==> src/rtl/ahb_arbiter.sv <==
// Two-master AHB-lite bus arbiter that holds the grant across fixed-length and INCR bursts.
// Optional macro AHB_ARB_ROUND_ROBIN_EN replaces fixed priority (master 0 wins ties) with round robin.
module ahb_arbiter (
  input  logic       hclk,
  input  logic       hresetn,
  input  logic [1:0] hbusreq,
  output logic [1:0] hgrant,
  input  logic [1:0] m0_htrans,
  input  logic [1:0] m1_htrans,
  input  logic [2:0] m0_hburst,
  input  logic [2:0] m1_hburst,
  input  logic       hready,
  output logic       hmaster,
  output logic       hmaster_data
);

  localparam logic [1:0] ST_PARK  = 2'd0;
  localparam logic [1:0] ST_FIXED = 2'd1;
  localparam logic [1:0] ST_UNDEF = 2'd2;

  localparam logic [1:0] HTRANS_IDLE   = 2'b00;
  localparam logic [1:0] HTRANS_NONSEQ = 2'b10;
  localparam logic [1:0] HTRANS_SEQ    = 2'b11;

  localparam logic [2:0] HBURST_INCR = 3'b001;

  logic [1:0] state_q, state_d;
  logic [4:0] beat_q, beat_d;
  logic       hmaster_q, hmaster_d;
  logic       hmaster_data_q, hmaster_data_d;

  logic [1:0] ownHtrans;
  logic [2:0] ownHburst;
  logic [4:0] beatLoad;
  logic       burstFixed;
  logic       burstIncr;
  logic       arbPoint;
  logic       winner;

  always_comb begin
    ownHtrans = hmaster_q ? m1_htrans : m0_htrans;
    ownHburst = hmaster_q ? m1_hburst : m0_hburst;
  end

  // Beats remaining after the NONSEQ; the upper burst bits select 4/8/16 beats.
  always_comb begin
    case (ownHburst[2:1])
      2'b01:   beatLoad = 5'd3;
      2'b10:   beatLoad = 5'd7;
      2'b11:   beatLoad = 5'd15;
      default: beatLoad = 5'd0;
    endcase
    burstFixed = (ownHburst[2:1] != 2'b00);
    burstIncr  = (ownHburst == HBURST_INCR);
  end

  always_comb begin
    state_d  = state_q;
    beat_d   = beat_q;
    arbPoint = 1'b0;
    if (hready) begin
      case (state_q)
        ST_PARK: begin
          if (ownHtrans == HTRANS_NONSEQ) begin
            if (burstFixed) begin
              state_d = ST_FIXED;
              beat_d  = beatLoad;
            end else if (burstIncr) begin
              state_d = ST_UNDEF;
            end
          end else begin
            arbPoint = 1'b1;
          end
        end
        ST_FIXED: begin
          // The SEQ that takes the counter to zero is the final beat of the burst.
          if (ownHtrans == HTRANS_SEQ) begin
            if (beat_q <= 5'd1) begin
              state_d  = ST_PARK;
              beat_d   = 5'd0;
              arbPoint = 1'b1;
            end else begin
              beat_d = beat_q - 5'd1;
            end
          end
        end
        ST_UNDEF: begin
          if ((ownHtrans == HTRANS_IDLE) || (ownHtrans == HTRANS_NONSEQ)) begin
            state_d  = ST_PARK;
            arbPoint = 1'b1;
          end
        end
        default: begin
          state_d = ST_PARK;
          beat_d  = 5'd0;
        end
      endcase
    end
  end

`ifdef AHB_ARB_ROUND_ROBIN_EN
  logic last_q, last_d;

  // On a tie the master that did not win last time is chosen.
  always_comb begin
    last_d = last_q;
    case (hbusreq)
      2'b01:   winner = 1'b0;
      2'b10:   winner = 1'b1;
      2'b11:   winner = ~last_q;
      default: winner = hmaster_q;
    endcase
    if (arbPoint && (hbusreq != 2'b00)) begin
      last_d = winner;
    end
  end

  always_ff @(posedge hclk or negedge hresetn) begin
    if (!hresetn) begin
      last_q <= 1'b1;
    end else begin
      last_q <= last_d;
    end
  end
`else
  always_comb begin
    case (hbusreq)
      2'b01:   winner = 1'b0;
      2'b10:   winner = 1'b1;
      2'b11:   winner = 1'b0;
      default: winner = hmaster_q;
    endcase
  end
`endif

  always_comb begin
    hmaster_d      = arbPoint ? winner : hmaster_q;
    hmaster_data_d = hready ? hmaster_q : hmaster_data_q;
  end

  always_ff @(posedge hclk or negedge hresetn) begin
    if (!hresetn) begin
      state_q        <= ST_PARK;
      beat_q         <= 5'd0;
      hmaster_q      <= 1'b0;
      hmaster_data_q <= 1'b0;
    end else begin
      state_q        <= state_d;
      beat_q         <= beat_d;
      hmaster_q      <= hmaster_d;
      hmaster_data_q <= hmaster_data_d;
    end
  end

  assign hgrant       = {hmaster_q, ~hmaster_q};
  assign hmaster      = hmaster_q;
  assign hmaster_data = hmaster_data_q;

endmodule

==> config.mk <==
export PLATFORM = sky130hd
export DESIGN_NAME = ahb_arbiter
export DESIGN_NICKNAME = d
export VERILOG_FILES = /design/src/rtl/ahb_arbiter.sv
export SDC_FILE = /design/constraint.sdc
export NUM_CORES = 1
export LEC_CHECK = 0
export BUFFER_PORTS_ARGS = -buffer_cell sky130_fd_sc_hd__buf_2
export CAP_MARGIN = 20
export CELL_PAD_IN_SITES_DETAIL_PLACEMENT = 1
export CELL_PAD_IN_SITES_GLOBAL_PLACEMENT = 2
export CORE_ASPECT_RATIO = 1.1
export CORE_MARGIN = 4
export CORE_UTILIZATION = 27
export CTS_BUF_LIST = sky130_fd_sc_hd__clkbuf_8 sky130_fd_sc_hd__clkbuf_16
export CTS_CLUSTER_DIAMETER = 60
export CTS_CLUSTER_SIZE = 12
export DETAILED_ROUTE_END_ITERATION = 8
export PLACE_DENSITY_LB_ADDON = 0.15
export SETUP_SLACK_MARGIN = 0.4
export SLEW_MARGIN = 40
export SYNTH_ARGS = -nofsm -noshare
export SYNTH_HDL_FRONTEND = slang
export SYNTH_SLANG_ARGS = --single-unit
==> constraint.sdc <==
create_clock -name hclk -period 2.1 [get_ports hclk]
set_clock_uncertainty 0.15 [all_clocks]
set_input_delay 0.315 -clock hclk [delete_from_list [all_inputs] [get_ports hclk]]
set_output_delay 0.315 -clock hclk [all_outputs]
set_load 0.03 [all_outputs]
======== After elaboration in Yosys (flattened, before gate mapping) ========
Index checks and enable logic that the tools add are counted.
operators by class
  add/sub/neg operators ................... 1
  magnitude comparators ................... 1
  equal/unequal tests ..................... 17
  muxes and demuxes ....................... 22
  bitwise operators ....................... 2
  reductions and logical operators ........ 9
operators by type and width
  kind                                                                    number
  5-bit 2-to-1 mux                                                        4
  5-bit case mux with 3 select lines                                      1
  2-bit == test (second input constant)                                   7
  2-bit 2-to-1 mux                                                        7
  4-bit case mux with 3 select lines                                      1
  2-bit inequality test (second input constant)                           5
  2-bit by 1-bit == test with 1-bit output (second input constant)        3
  2-bit case mux with 3 select lines                                      1
  6-bit AND reduction                                                     1
  5-bit by 1-bit <= comparator with 1-bit output (second input constant)  1
  1-bit 2-to-1 mux                                                        5
  5-bit AND reduction                                                     1
  5-bit by 1-bit subtractor with 5-bit output (second input constant)     1
  2-bit zero test                                                         2
  2-bit nonzero test                                                      2
  3-bit by 1-bit == test with 1-bit output (second input constant)        1
  3-bit 2-to-1 mux                                                        1
  3-bit inequality test (second input constant)                           1
  1-bit case mux with 3 select lines                                      1
  1-bit inverter                                                          2
  1-bit case mux with 2 select lines                                      1
  2-bit AND reduction                                                     1
  2-bit OR reduction                                                      1
  1-bit logical OR                                                        1
word-level totals
  bits in registers ....................... 9
  logic and storage cells ................. 56

======== Depth between registers and ports, before layout ========
Gate-level depths: netlist (run 1).
  word-level depth ........................ 7
  mapped depth ............................ 6
  mapped depth without buffers ............ 6

======== Worst setup path before layout (run 1) ========
No wires, ideal clock.
  path type ............................... flip-flop to flip-flop
  start point ............................. reg hmaster_q (netlist: hmaster)
  end point ............................... reg beat_q[0]
  setup time .............................. 0.128 ns
  data arrival time ....................... 1.911 ns
  slack ................................... -0.088 ns
  stages on the path, launching flop included .. 6
  path buffers ............................ 1
  period minus slack after synthesis ...... 2.188 ns
  path through ............................ dfrtp_1 -> buf_2 -> inv_1 -> a31oi_1 -> a311oi_4 -> mux2_1
between the ends
  longest elaborated chain between the ends .. 6
  elaborated cells between the ends (all ways) .. 16
  classes of those cells .................. 8 x eq/ne; 6 x mux; 2 x reduce/logical
ends and longest elaborated chain
  what                                                                       line  source
  from (decl)                                                                29    logic hmaster_q, hmaster_d;
  from (signal assigned)                                                     150   hmaster_q <= hmaster_d;
  3-bit 2-to-1 mux                                                           42    ownHburst = hmaster_q ? m1_hburst : m0_hburst;
  2-bit == test or 2-bit by 1-bit == test with 1-bit output (tied branches)  47    case (ownHburst[2:1])
  4-bit case mux with 3 select lines                                         47
  5-bit 2-to-1 mux                                                           65    if (burstFixed) begin
  5-bit 2-to-1 mux                                                           64    if (ownHtrans == HTRANS_NONSEQ) begin
  5-bit case mux with 3 select lines                                         62    case (state_q)
  to (signal assigned)                                                       149   beat_q <= beat_d;
  to (decl)                                                                  28    logic [4:0] beat_q, beat_d;
Several ways; a longest one is shown, not always the timed one. The select of a mux whose other input is x is not followed.
A chain may end at the register's enable or synchronous reset.

======== Final worst setup path (run 1) ========
Ends and elaborated chain as after synthesis.

==> run summary, run 1 <==
Core area = 0.00252 sq mm
Vias in the first global route = 792
CP endpoint kind = flop
Fin worst setup slack = 0.0856 ns
Worst relative slew slack = 63.7%
Fmax = 0.496 GHz
Reg2Reg Setup Slack = 0.09 ns
Root buf cell = clkbuf_8
Antenna viol nets, final = 0
Post-synthesis cell area = 723 sq um
Syn_nets = 98
Reg power frac = 27.6%
Synthesized netlist cell count = 81
Clock share of power = 15.7%
Global route overflow = 0
CTS tree = yes
DP Wirelength = 1.62 mm
H-tree Lvls = 1
Number of fill cells = 321
Max IR drop VDD = 0.632 mV
Reported net switching power = 589 uW
DRT Pass-1 Iters = 4
Min-Delay Path Class = input pin to flop
Post-route DRC = 0
Clock transition at the registers of the reported paths = 0.05 ns
WP data arrival = 1.98 ns
Status = finished, final reports clean
Switching share of power = 45.9%
Share of layout cells above drive strength 1 = 42.1%
Max clock buf depth = 2
Reg2reg start = hmaster$_DFFE_PN0P_
Critical Path Start Type = flop
Synth warn = 0
Seq/Total Area, Yosys = 31.1%
RSZ-0062 raised after global routing = true
Final Critical Period = 2.01 ns
Layout net count = 125
Final Setup Violations = 0
Final Slew Violations = 0
Yosys reg bits = 9
Commonest cells after routing, fill and taps aside = buf_2, dfrtp_1, buf_4, inv_1
Initial antenna violation count = 0
Data required, critical path = 2.07 ns
CP Launch Point = hmaster$_DFFE_PN0P_
Die area = 0.00357 sq mm
Logic pwr share = 56.7%
DR vias/cell = 5.36
Total GRT Usage = 12.4%
Via count = 740
Worst Max-Slew Pin Slew = 0.544 ns
Final Hold Viols = 0
Hold Startpoint = hbusreq[0]
WL per Instance = 14.8 um
Starting DRT DRC Count = 7
Die width = 57.3 um
Avg Inst Size Synth = 8.93 sq um
Crit-path max FO = 4
Final wirelength = 2.05 mm
CTS buffer count = 3
Max-cap violations = 0
Place WS = 0.0241 ns
IO Pins = 19
Leakage power = 0.427 nW
Clock Latency Late Sink = 0.23 ns
Internal power = 695 uW
TNS Setup = 0 ns
Starting Density = 28.7%
Setup CP Type = flop to flop
Die H = 62.3 um
GPL Wtd Cong = 0.705
CTS sink count = 9
Global-route wire length before repair = 3.52 mm
Post-synth cell types = 38
Largest net degree at the start of global routing = 15
Commonest non-fill, non-tap cell in the layout = buf_2
Fin crit share = 95.9%
Diodes inserted = 0
PwrDens = 1290 mW/mm^2
PortBufs = 18
Row count = 19
Layout area overhead = 37.7%
path summary, 6_finish.rpt:
kind / endpoint / cells past startpoint
min in group asynchronous: beat_q[1]$_DFFE_PN0P_ / 2
worst max-delay path: beat_q[0]$_DFFE_PN0P_ / 5
max in group asynchronous: hmaster$_DFFE_PN0P_ / 2
worst max register to register: beat_q[0]$_DFFE_PN0P_ / 5
worst min register to register: hmaster_data$_DFFE_PN0P_ / 1
worst min-delay path: hmaster$_DFFE_PN0P_ / 2
registers in the layout (all words and copies together) (netlist names):
register,flops
hmaster_data,1
hmaster,1
state_q,2
beat_q,5
cells by family (layout without fill, tap and decap cells):
logic type      count (synthesis)  after routing  synth area share (%)
mux                             6              6                  8.82
compound gates                 27             27                  28.7
simple gates                   25             25                  19.7
buf+inv                        12             38                  8.13
flops                           9              9                  31.1
fa+ha+maj                       2              2                  3.46
through the flow:
step | std cells | total power, mW | area (sq um) | hold slack, ns | utilization (%)
final | 138 | 1.28 | 996 | 0.0927 | 39.5
after global routing | 138 | 1.39 | 996 | 0.0834 | 39.5
after CTS | 137 | 1.27 | 973 | 0.0841 | 38.6
after detailed placement | 130 | 1.03 | 893 | 0.0423 | 35.5
after global placement | 130 | 1.02 | 893 | 0.0375 | 35.5
after floorplan | 81 | 0.845 | 759 | -0.131 | -
cell type report:
type / count / area (sq um) / area share, %
Multi-Input combinational cell: 60 / 494 / 49.6
Sequential cell: 9 / 226 / 22.7
Timing Repair Buffer: 27 / 160 / 16.1
Clock buffer: 3 / 41.3 / 4.15
Tap cell: 31 / 38.8 / 3.89
Inverter: 7 / 30.0 / 3.02
Clock inverter: 1 / 5.00 / 0.503
worst max-delay path, cell delays in order (launching register included):
cell	delay (ns)
dfrtp_2	0.42
or4b_4	0.55
nand2_4	0.09
a21oi_4	0.06
a311oi_4	0.28
mux2_1	0.35
synth_stat cells:
| master | number | area (sq um) |
|---|---|---|
| inv_1 | 7 | 26.3 |
| ha_1 | 2 | 25.0 |
| or4b_4 | 1 | 13.8 |
| nor2_1 | 5 | 18.8 |
| o41ai_1 | 2 | 17.5 |
| dfrtp_1 | 9 | 225 |
| o22ai_1 | 3 | 18.8 |
| a211oi_1 | 1 | 7.51 |
| and2_1 | 1 | 6.26 |
| a311oi_4 | 1 | 26.3 |
| o2bb2ai_1 | 2 | 17.5 |
| o21ai_1 | 1 | 5.00 |
| a2111o_1 | 1 | 11.3 |
| nor4_1 | 1 | 6.26 |
| nand3b_1 | 2 | 15.0 |
| mux2i_1 | 3 | 30.0 |
| buf_2 | 1 | 5.00 |
| and3_1 | 1 | 6.26 |
| o21ai_0 | 4 | 20.0 |
| a31oi_1 | 1 | 6.26 |
| nand3_1 | 3 | 15.0 |
| nor3_1 | 4 | 20.0 |
| a22o_1 | 1 | 8.76 |
| a21oi_1 | 5 | 25.0 |
| o2111ai_1 | 1 | 8.76 |
| nor2b_1 | 1 | 6.26 |
| buf_4 | 1 | 7.51 |
| nand2_2 | 1 | 6.26 |
| mux2_2 | 1 | 11.3 |
| mux2_1 | 2 | 22.5 |
| a21oi_2 | 2 | 17.5 |
| buf_6 | 1 | 11.3 |
| clkbuf_1 | 1 | 3.75 |
| nand2_1 | 3 | 11.3 |
| nand2b_1 | 1 | 6.26 |
| clkbuf_2 | 1 | 5.00 |
| a41oi_1 | 2 | 17.5 |
| or4bb_1 | 1 | 11.3 |
power groups by stage:
stage | Clock (mW) | Combinational, mW | Sequential [mW]
after floorplan | 0 | 0.502 | 0.343
after global placement | 0 | 0.670 | 0.350
after detailed placement | 0 | 0.678 | 0.355
after CTS | 0.213 | 0.709 | 0.353
after global routing | 0.221 | 0.804 | 0.369
final | 0.202 | 0.728 | 0.354
per-layer routing:
layer	vias to the layer above	wire, um	global-route usage (%)
li1	363	-	-
met1	363	914	14.8
met2	12	1060	21.2
met3	2	64	3.73
met4	0	10	3.48
met5	-	0	0
what timing repair did:
item / in CTS / in global routing
pin swaps: 3 / 2
hold buffers: 1 / 0
setup buffers: 2 / 1
resized for setup: 2 / 3
endpoints found under the setup margin: 7 / 7
hold endpoints to repair: 9 / 0
Note: power is estimated with default switching activity, not from simulation.
==> run 2: changes to the inputs <==
--- a/config.mk
+++ b/config.mk
@@ -12,7 +12,7 @@
 export CORE_ASPECT_RATIO = 1.1
 export CORE_MARGIN = 4
 export CORE_UTILIZATION = 27
-export CTS_BUF_LIST = sky130_fd_sc_hd__clkbuf_8 sky130_fd_sc_hd__clkbuf_16
+export CTS_BUF_LIST = sky130_fd_sc_hd__clkbuf_4 sky130_fd_sc_hd__clkbuf_8 sky130_fd_sc_hd__clkbuf_16
 export CTS_CLUSTER_DIAMETER = 60
 export CTS_CLUSTER_SIZE = 12
 export DETAILED_ROUTE_END_ITERATION = 8
==> run summary, run 2 (synthesis gave the netlist of run 1 again) <==
Status = finished, final reports clean (unchanged)
IO Pins = 19 (unchanged)
Final Hold Viols = 0 (unchanged)
Min-Delay Path Class = input pin to flop (unchanged)
GPL Wtd Cong = 0.705 (unchanged)
CP endpoint kind = flop (unchanged)
Commonest cells after routing, fill and taps aside = buf_2, dfrtp_1, buf_4, inv_1 (unchanged)
Setup CP Type = flop to flop (unchanged)
Diodes inserted = 0 (unchanged)
Die area = 0.00357 sq mm (unchanged)
Data required, critical path = 2.11 ns (was 2.07 ns)
Row count = 19 (unchanged)
CP Launch Point = hmaster$_DFFE_PN0P_ (unchanged)
Seq. cell area = 226 sq um (unchanged)
Critical Path Start Type = flop (unchanged)
Max-cap violations = 0 (unchanged)
CP max stage delay = 0.55 ns (about the same)
H-tree Lvls = 1 (unchanged)
Final Critical Period = 2.02 ns (was 2.01 ns)
Final Slew Violations = 0 (unchanged)
Starting DRT DRC Count = 12 (was 7)
PwrDens = 1250 mW/mm^2 (was 1290 mW/mm^2)
Post-route DRC = 0 (unchanged)
CTS buffer count = 3 (unchanged)
Max reg flops = 5 (unchanged)
CTS sink count = 9 (unchanged)
Reg2reg start = hmaster$_DFFE_PN0P_ (unchanged)
WL per Instance = 15.1 um (was 14.8 um)
Starting Density = 28.7% (unchanged)
Reg2Reg Setup Slack = 0.08 ns (was 0.09 ns)
Crit-path max FO = 4 (unchanged)
Final wirelength = 2.08 mm (was 2.05 mm)
DRT Pass-1 Iters = 4 (unchanged)
Clock transition at the registers of the reported paths = 0.07 ns (was 0.05 ns)
WP data arrival = 2.03 ns (was 1.98 ns)
Die H = 62.3 um (unchanged)
Vias in the first global route = 791 (was 792)
DR vias/cell = 5.25 (was 5.36)
Total chip power = 1.22 mW (was 1.28 mW)
Max IR drop VDD = 0.558 mV (was 0.632 mV)
Root buf cell = clkbuf_4 (was clkbuf_8)
Antenna viol nets, final = 0 (unchanged)
Reg2Reg Depth = 5 (unchanged)
Max clock buf depth = 2 (unchanged)
Multi-input gate area = 494 sq um (unchanged)
Share of layout cells above drive strength 1 = 42.1% (unchanged)
Final instance area = 977 sq um (was 996 sq um)
Core area = 0.00252 sq mm (unchanged)
DP Wirelength = 1.62 mm (unchanged)
Commonest non-fill, non-tap cell in the layout = buf_2 (unchanged)
RSZ-0062 raised after global routing = true (unchanged)
Fmax = 0.495 GHz (was 0.496 GHz)
Initial antenna violation count = 0 (unchanged)
PortBufs = 18 (unchanged)
Leakage power = 0.419 nW (was 0.427 nW)
Global route overflow = 0 (unchanged)
Total GRT Usage = 12.4% (about the same)
Global-route wire length before repair = 3.50 mm (was 3.52 mm)
End of the critical path = beat_q[0]$_DFFE_PN0P_ (unchanged)
Regs by FF count = beat_q: 5 flops, state_q: 2 flops (unchanged)
Layout net count = 125 (unchanged)
CTS tree = yes (unchanged)
Layout area overhead = 35.1% (was 37.7%)
Clock Latency Late Sink = 0.27 ns (was 0.23 ns)
CP cell instances = or4b_4, nand2_4, a21oi_4, a311oi_4, mux2_1 (unchanged)
Worst relative slew slack = 62.9% (was 63.7%)
Worst Max-Slew Pin Slew = 0.557 ns (was 0.544 ns)
Area after DPL = 893 sq um (unchanged)
Biggest register = beat_q (unchanged)
WHS = 0.0538 ns (was 0.0927 ns)
Largest net degree at the start of global routing = 15 (unchanged)
Crit Reg-Reg Endpoint = beat_q[0]$_DFFE_PN0P_ (unchanged)
Fin crit share = 96.3% (was 95.9%)
TNS Setup = 0 ns (unchanged)
Die width = 57.3 um (unchanged)
Number of fill cells = 323 (was 321)
Via count = 725 (was 740)
CP max-delay cell = or4b_4 (unchanged)
Final Setup Violations = 0 (unchanged)
[run 2: cell counts in the layout (fill, tap and decap cells not counted)]
No cell type changed its count.
[run 2: worst max-delay path: cells and delay by family, from the launching register on]
kind | cells | cell delay (ns)
flip-flops | 1 | 0.43
multiplexers | 1 | 0.35
AO/OA/AOI/OAI | 2 | 0.34
AND/OR/NAND/NOR | 2 | 0.64
[run 2: power by group]
| group | switching, mW | internal (mW) |
|---|---|---|
| logic | 0.412 | 0.317 |
| registers | 0.105 | 0.248 |
| clock network | 0.0679 | 0.0704 |
| total | 0.586 | 0.635 |
[run 2: area by class of cell]
type / count / share of cell area, %
multi-input cells: 60 / 50.6
flip-flops and latches: 9 / 23.2
repair buffers: 27 / 16.4
well taps: 31 / 3.97
inverters: 7 / 3.07
clock buffers: 3 / 2.30
clock inverters: 1 / 0.512
[run 2: routing by layer]
| metal | up-vias | global-route usage (%) | share of wire (%) |
|---|---|---|---|
| met1 | 352 | 14.7 | 47 |
| met4 | 0 | 3.48 | 0.63 |
| met5 | - | 0 | 0 |
| met2 | 12 | 21.2 | 49 |
| met3 | 2 | 3.73 | 3.1 |
| li1 | 359 | - | - |
[run 2: repair_timing]
| action | 4_1_cts | 5_1_grt |
|---|---|---|
| endpoints found under the hold margin | 9 | 0 |
| buffers inserted | 2 | 1 |
| gates resized for setup | 2 | 3 |
| pin swaps | 3 | 2 |
| hold buffers | 1 | 0 |
| setup endpoints to repair | 7 | 7 |
[run 2: worst min path at each step]
stage	from	end	slack, ns	cells past startpoint
finish	hbusreq[0]	hmaster$_DFFE_PN0P_	0.05	2
global route	hbusreq[0]	hmaster$_DFFE_PN0P_	0.03	2
CTS	hbusreq[0]	hmaster$_DFFE_PN0P_	0.04	2
detailed placement	hresetn	beat_q[2]$_DFFE_PN0P_	0.04	1
global placement	hresetn	beat_q[2]$_DFFE_PN0P_	0.04	1
floorplan	hresetn	beat_q[0]$_DFFE_PN0P_	-0.13	0
[run 2: metrics by stage]
stage | std cells | util, % | setup slack (ns)
final | 138 | 38.8 | 0.0782
after global routing | 138 | 38.8 | 0.0147
after CTS | 137 | 37.9 | 0.0748
after detailed placement | 130 | 35.5 | 0.0241
after global placement | 130 | 35.5 | 0.0573
after floorplan | 81 | - | 0.0778
